==> config.mk <==
export PLATFORM = sky130hd
export DESIGN_NAME = seg7_scan_ctrl
export DESIGN_NICKNAME = d
export VERILOG_FILES = /design/src/rtl/seg7_scan_ctrl.sv
export SDC_FILE = /design/constraint.sdc
export NUM_CORES = 1
export LEC_CHECK = 0
export CORE_AREA = 2 2 83 85
export DETAILED_ROUTE_END_ITERATION = 7
export DIE_AREA = 0 0 85 87
export PLACE_DENSITY = 0.86
export SYNTH_ARGS = -nofsm -noshare
export SYNTH_HDL_FRONTEND = slang
export SYNTH_SLANG_ARGS = --single-unit
export TNS_END_PERCENT = 100
==> constraint.sdc <==
create_clock -name clk -period 7.1 [get_ports clk]
set_clock_uncertainty 0.15 [all_clocks]
set_input_delay 1.065 -clock clk [delete_from_list [all_inputs] [get_ports clk]]
set_output_delay 1.065 -clock clk [all_outputs]
set_load 0.02 [all_outputs]
==> src/rtl/seg7_scan_ctrl.sv <==
// Multiplexed 7-segment scan controller: refresh prescaler, digit slot scan,
// PWM brightness, per-digit blanking / decimal points / leading-zero
// suppression, and a double-buffered display image committed at frame ends.
module seg7_scan_ctrl #(
    parameter int unsigned DIGITS     = 4,
    parameter int unsigned PRESCALE   = 64,
    parameter int unsigned BRIGHT_W   = 4,
    parameter bit          ACTIVE_LOW = 1'b1
) (
    input  logic                  clk,
    input  logic                  rst,
    input  logic                  load,
    input  logic [4*DIGITS-1:0]   data_in,
    input  logic [DIGITS-1:0]     dp_in,
    input  logic [DIGITS-1:0]     blank_in,
    input  logic                  lz_en,
    input  logic [BRIGHT_W-1:0]   bright,
    output logic [6:0]            seg,
    output logic                  dp,
    output logic [DIGITS-1:0]     an,
    output logic                  pending,
    output logic                  frame_done
);

    localparam int unsigned CNT_W  = (PRESCALE > 1) ? $clog2(PRESCALE) : 1;
    localparam int unsigned ON_W   = $clog2(PRESCALE + 1);
    localparam int unsigned SLOT_W = (DIGITS > 1) ? $clog2(DIGITS) : 1;
    localparam int unsigned DATA_W = 4 * DIGITS;

    localparam logic [6:0]        SEG_OFF = {7{ACTIVE_LOW}};
    localparam logic [DIGITS-1:0] AN_OFF  = {DIGITS{ACTIVE_LOW}};
    localparam logic              DP_OFF  = ACTIVE_LOW;

    logic [CNT_W-1:0]  pre_cnt;
    logic [SLOT_W-1:0] slot;
    logic [ON_W-1:0]   on_lat;

    logic [DATA_W-1:0] disp_data, pend_data;
    logic [DIGITS-1:0] disp_dp, pend_dp;
    logic [DIGITS-1:0] disp_blank, pend_blank;

    logic              tick_c;
    logic              frame_end_c;
    logic [ON_W-1:0]   on_calc_c;
    logic [ON_W-1:0]   on_eff_c;
    logic              pwm_on_c;
    logic [DIGITS-1:0] lz_dark_c;
    logic              all_zero_c;
    logic [3:0]        nib_c;
    logic              dark_c;
    logic [DIGITS-1:0] an_on_c;
    logic [6:0]        seg_nx_c;
    logic              dp_nx_c;
    logic [DIGITS-1:0] an_nx_c;

    // Hex glyph in active-low form (0 = segment lit), order a..g.
    function automatic logic [6:0] glyph_n(input logic [3:0] v);
        logic [6:0] g;
        case (v)
            4'h0:    g = 7'b0000001;
            4'h1:    g = 7'b1001111;
            4'h2:    g = 7'b0010010;
            4'h3:    g = 7'b0000110;
            4'h4:    g = 7'b1001100;
            4'h5:    g = 7'b0100100;
            4'h6:    g = 7'b0100000;
            4'h7:    g = 7'b0001111;
            4'h8:    g = 7'b0000000;
            4'h9:    g = 7'b0000100;
            4'hA:    g = 7'b0001000;
            4'hB:    g = 7'b1100000;
            4'hC:    g = 7'b0110001;
            4'hD:    g = 7'b1000010;
            4'hE:    g = 7'b0110000;
            default: g = 7'b0111000;
        endcase
        return g;
    endfunction

    // Timing strobes and PWM on-window for the current slot.
    always_comb begin
        tick_c      = (pre_cnt == CNT_W'(PRESCALE - 1));
        frame_end_c = tick_c && (slot == SLOT_W'(DIGITS - 1));
        on_calc_c   = ON_W'(((32'(bright) + 32'd1) * PRESCALE) >> BRIGHT_W);
        on_eff_c    = (pre_cnt == '0) ? on_calc_c : on_lat;
        pwm_on_c    = (ON_W'(pre_cnt) < on_eff_c);
    end

    // Leading-zero mask: digit k goes dark when it and every higher nibble is zero.
    always_comb begin
        all_zero_c = 1'b1;
        lz_dark_c  = '0;
        for (int k = int'(DIGITS) - 1; k >= 0; k--) begin
            all_zero_c = all_zero_c && (disp_data[4*k +: 4] == 4'd0);
            if (k > 0) begin
                lz_dark_c[k] = lz_en && all_zero_c;
            end
        end
    end

    // Next output image for the digit in the current slot.
    always_comb begin
        nib_c   = disp_data[{slot, 2'b00} +: 4];
        dark_c  = disp_blank[slot] || lz_dark_c[slot];
        an_on_c = '0;
        if (!dark_c && pwm_on_c) begin
            an_on_c[slot] = 1'b1;
        end
        seg_nx_c = dark_c ? 7'h7F : glyph_n(nib_c);
        dp_nx_c  = !(disp_dp[slot] && !dark_c);
        an_nx_c  = ~an_on_c;
        if (!ACTIVE_LOW) begin
            seg_nx_c = ~seg_nx_c;
            dp_nx_c  = ~dp_nx_c;
            an_nx_c  = an_on_c;
        end
    end

    // Prescaler, slot counter and slot-start brightness latch.
    always_ff @(posedge clk or posedge rst) begin
        if (rst) begin
            pre_cnt <= '0;
            slot    <= '0;
            on_lat  <= '0;
        end else begin
            if (pre_cnt == '0) begin
                on_lat <= on_calc_c;
            end
            if (tick_c) begin
                pre_cnt <= '0;
                slot    <= (slot == SLOT_W'(DIGITS - 1)) ? '0 : slot + 1'b1;
            end else begin
                pre_cnt <= pre_cnt + 1'b1;
            end
        end
    end

    // Pending/display double buffer; commit happens only at a frame end.
    always_ff @(posedge clk or posedge rst) begin
        if (rst) begin
            disp_data  <= '0;
            disp_dp    <= '0;
            disp_blank <= '0;
            pend_data  <= '0;
            pend_dp    <= '0;
            pend_blank <= '0;
            pending    <= 1'b0;
        end else begin
            if (frame_end_c && pending) begin
                disp_data  <= pend_data;
                disp_dp    <= pend_dp;
                disp_blank <= pend_blank;
            end
            if (load) begin
                pend_data  <= data_in;
                pend_dp    <= dp_in;
                pend_blank <= blank_in;
                pending    <= 1'b1;
            end else if (frame_end_c) begin
                pending    <= 1'b0;
            end
        end
    end

    // Registered pin drivers and frame pulse.
    always_ff @(posedge clk or posedge rst) begin
        if (rst) begin
            seg        <= SEG_OFF;
            dp         <= DP_OFF;
            an         <= AN_OFF;
            frame_done <= 1'b0;
        end else begin
            seg        <= seg_nx_c;
            dp         <= dp_nx_c;
            an         <= an_nx_c;
            frame_done <= frame_end_c;
        end
    end

endmodule

# After elaboration in Yosys (flattened, before gate mapping)
# Memories as Yosys holds them, arrays and structs flattened.
# Index checks and enable logic that the tools add are counted.
totals:
  register_bits: 77
  latch_bits: 0
  mem_bits_rw: 0
  rom_bits: 112
  word_cells: 58
  mem_count: 1
memory_table:
  columns: ["memory", "depth", "word_bits", "read_ports", "rd_clocked_by_memory_dff", "wr", "line_no", "text"]
  rows:
  - ["(name not given)", 16, 7, 1, 0, 0, "59", "case (v)"]
classes:
  add_sub_neg: 3
  mul: 0
  n_div: 0
  magnitude_cmp: 3
  n_eq_ne: 2
  shift: 1
  mux: 15
  n_bitwise: 1
  n_reduce_logical: 18
ops:
  columns: ["operator", "n"]
  rows:
  - ["indexed part select 16 x 5 -> 4 bit", 1]
  - ["two-way mux 7 bit", 2]
  - ["logical NOT 4 bit", 3]
  - ["logical AND 1 bit", 10]
  - ["less-than comparator 6 x 7 -> 1 bit", 1]
  - ["adder 6 x 1 -> 6 bit (second input constant)", 1]
  - ["binary-select mux 1 bit (select 2 bit)", 3]
  - ["equality test 6 bit (second input constant)", 1]
  - ["logical NOT 6 bit", 1]
  - ["two-way mux 1 bit", 6]
  - ["two-way mux 6 bit", 1]
  - ["adder 4 x 1 -> 5 bit (second input constant)", 1]
  - ["two-way mux 4 bit", 1]
  - ["inverter 4 bit", 1]
  - ["less-than comparator 2 x 3 -> 1 bit (second input constant)", 1]
  - ["adder 2 x 1 -> 2 bit (second input constant)", 1]
  - ["demux 1 bit (select 2 bit)", 1]
  - ["equality test 2 bit (second input constant)", 1]
  - ["greater-or-equal comparator 2 x 1 -> 1 bit (second input constant)", 1]
  - ["logical NOT 1 bit", 2]
  - ["two-way mux 2 bit", 1]
  - ["nonzero test 2 bit", 1]
  - ["logical OR 1 bit", 1]

# Logic depth before layout (Yosys ltp)
depth:
  ltp_word: 11
  ltp_mapped: 12
  mapped_depth_nobuf: 12

# Least setup slack after synthesis
# OpenSTA, ideal clock, no wires.
synth_timing:
  path_kind: "input-to-reg"
  startpoint: "input port bright[1]"
  endpoint: "register an[0]"
  setup_ps: 93
  arrival_ps: 2397
  required_ps: 6857
  slack_ps: 4460
  cell_stages: 10
  path_buffers: 0
  cell_sequence: "nand3_1 -> xor2_1 -> nand2_1 -> o21ai_0 -> ha_1 -> nor3b_1 -> o22a_2 -> a221oi_1 -> nor3_1 -> nand3_1"
synth_via:
  elab_chain_cells: 6
synth_rtl:
  columns: ["element", "line_no", "text"]
  rows:
  - ["from (decl)", "17", "input logic [BRIGHT_W-1:0] bright,"]
  - ["adder 4 x 1 -> 5 bit", "84", "on_calc_c = ON_W'(((32'(bright) + 32'd1) * PRESCALE) >> BRIGHT_W);"]
  - ["two-way mux 7 bit", null, null]
  - ["less-than comparator 6 x 7 -> 1 bit", "86", "pwm_on_c = (ON_W'(pre_cnt) < on_eff_c);"]
  - ["logical AND 1 bit", "106", "if (!dark_c && pwm_on_c) begin"]
  - ["two-way mux 4 bit", "106", null]
  - ["inverter 4 bit", "111", "an_nx_c = ~an_on_c;"]
  - ["named net an_nx_c[0]", "54", "logic [DIGITS-1:0] an_nx_c;"]
  - ["to (signal assigned)", "175", "an <= an_nx_c;"]
  - ["to (decl)", "20", "output logic [DIGITS-1:0] an,"]
# The timed path passes the listed nets, and every way through them passes these cells.
# A chain may end at the register's enable or synchronous reset.

# Worst setup path in the final report
layout_timing:
  startpoint: "input port bright[2]"
  endpoint: "register an[2]"
# Same word-level chain as after synthesis.

==> results.cfg <==
[setup_path]
startpoint_type = input port
r2r-end = an[2]
required_ns = 7.21
r2r_slack_ns = 4.10
worstPathMaxFanout = 4
r2r_cells = 11
arrival_ns = 3.15
r2r-start = pre_cnt[0]
cp-end-kind = flop
path_class = in2reg
startpoint = bright[2]

[worst_hold_path]
whs_endpoint = on_lat[1]
whs_path_depth = 2
hold_path_class = reg2reg
hp-start = on_lat[1]

[cts]
cts_setup_buffers = 0
cts_buffer_depth = 2
cts.sinks = 77
cts_tree = done
clock_latency_ns = 0.35
path_clk_slew_ns = 0.08
numCtsBuffers = 9
h-tree-depth = 3
post_cts_resized = 0
hold_buffers = 0
clockRootBuffer = clkbuf_8

[die]
core_area_um2 = 6569
rows = 30
ios = 46
die_area_um2 = 7395
initial_core_util = 0.5337
fp.dieH_um = 87
die_w_um = 85

[synth]
syn_area_per_cell_um2 = 13.08
synth_area_um2 = 3506
synth-seq-cells = 77
yosysSeqAreaShare = 0.5539
synth_cell_type_count = 39
synth_flop_cell = dfrtp_1
syn_inst = 268
synthArstFlopShare = 1.000
ys_warn_count = 0
synth_fp_nets = 317
synth_edf_count = 0

[power]
finalPower_uw = 893.9
p_leak_nw = 1.890
ir_drop_uv = 109.6
p_per_area_nw_per_um2 = 211.2

[global_routing]
grt_pass1_vias = 2261
grt-ovfl-total = 0
antenna_found_initial = 0
grt_use_total = 0.1760
grt_max_degree = 78
grt_pass1_wl_um = 10290

[routing]
drc = 0
ant_nets = 0
firstDrtPassIters = 4
wl_um = 5968
drtIter0Drc = 84
via_per_inst = 5.398
vias = 2154
wl_per_cell_um = 14.96

[final_layout]
fin_nets = 363
utilization = 0.6442
design_area_um2 = 4232
fillers = 516
drive_above_1_share = 0.2790
syn_to_final_growth_pct = 20.70
n_antenna_cell = 0
area.sequential_um2 = 1942
final_cells = 399
multi_input_area_um2 = 1438

[timing]
finalWorstSetupSlack_ns = 4.062
hold_slack_ns = 0.3238
hold_viol_final = 0
fin_crit_sh = 0.4279
rsz0062_at_grt = no
fin_crit_ns = 3.038
tightest_slew_ns = 1.102
finalSetupTns_ns = 0
slew_headroom = 0.2631
finalSetupViolations = 0
fmax_ghz = 0.3292
maxSlewViolCount = 0

[status]
status = complete, no violations

[place]
gp_congestion = 0.8119
dp_slack_ns = 3.729
placed_area_um2 = 4001
dp_hpwl_um = 4197
portBuffers = 45
dp_cells = 383

[job]
cap_violations = 0
-- sequential cells by signal (all words and copies together), names as in the netlist, 2 cells and up --
register,cells
disp_dp,4
disp_data,16
pre_cnt,6
pend_dp,4
slot,2
pend_blank,4
seg,7
on_lat,7
pend_data,16
disp_blank,4
an,4
-- layer usage --
| metal | GRT usage | part of all wire | up-vias |
|---|---|---|---|
| met2 | 0.2876 | 0.49 | 38 |
| met3 | 0.02559 | 0.026 | 12 |
| li1 | - | - | 1035 |
| met5 | 0 | 0 | - |
| met4 | 0.08658 | 0.021 | 0 |
| met1 | 0.2324 | 0.46 | 1069 |
-- worst max-delay path, cell delays in order --
cell and delay, ns:
clkdlybuf4s50_1 0.52, nand3_1 0.10, xor2_1 0.15, nand2_1 0.06, o21ai_0 0.11, ha_1 0.24, nor3b_1 0.21, o22a_2 0.17
a221oi_1 0.06, nor3_1 0.34, nand3_1 0.13
-- report_power, final --
group / switching (mW) / internal, mW / total [mW]
Sequential: 0.00869 / 0.456 / 0.464
Clock: 0.162 / 0.210 / 0.372
Combinational: 0.0240 / 0.0335 / 0.0575
Total: 0.195 / 0.699 / 0.894
-- layout by cell type (no fill, tap or decap), drive strengths merged, types with 2 or more instances in the layout --
| cell | n |
|---|---|
| a211oi | 2 |
| a21o | 2 |
| a21oi | 6 |
| bufinv | 2 |
| clkbuf | 10 |
| clkdlybuf4s50 | 45 |
| clkinvlp | 2 |
| dfrtp | 65 |
| dfstp | 12 |
| ha | 17 |
| inv | 19 |
| mux2 | 48 |
| mux2i | 4 |
| mux4 | 6 |
| nand2 | 13 |
| nand2b | 2 |
| nand3 | 12 |
| nor2 | 10 |
| nor2b | 3 |
| nor3b | 2 |
| nor4 | 3 |
| o211ai | 3 |
| o21ai | 11 |
| o221ai | 3 |
| or2 | 2 |
| xnor2 | 2 |
| xor2 | 3 |
-- worst max path at each step --
stage,to,cells past startpoint
6_report,an[2],11
2_1_floorplan,disp_blank[0],1
5_1_grt,an[2],10
3_5_place_dp,an[2],11
3_3_place_gp,an[3],11
4_1_cts,an[2],11
-- cells by family (layout without fill, tap and decap cells) --
logic type                 Yosys count  count (layout)  share of synthesized area
AOI/OAI and AO/OA                   33              33                    0.06103
buffers and inverters               28              79                    0.03605
muxes                               58              58                     0.2041
and+or+nand+nor                     50              50                    0.07174
xor gates and xnor gates             5               5                    0.01249
adders and majority gates           17              17                    0.06067
DFF                                 77              77                     0.5539
-- synth_stat cells, drive strengths merged, types with 4 or more instances --
cell / number / area (µm²)
a21oi: 6 / 30.03
buf: 8 / 50.05
dfrtp: 65 / 1627
dfstp: 12 / 315.3
ha: 17 / 212.7
inv: 17 / 63.81
mux2: 48 / 540.5
mux2i: 4 / 40.04
mux4: 6 / 135.1
nand2: 13 / 48.80
nand3: 12 / 60.06
nor2: 10 / 40.04
o21ai: 11 / 55.05
-- cell type report --
cell class | instances | area share
Tap cell | 80 | 0.02365
Clock buffer | 10 | 0.03253
Sequential cell | 77 | 0.4589
Timing Repair Buffer | 46 | 0.1082
Inverter | 17 | 0.01508
Multi-Input combinational cell | 163 | 0.3397
Clock inverter | 6 | 0.02188
Note: power is estimated with default switching activity, not from simulation.
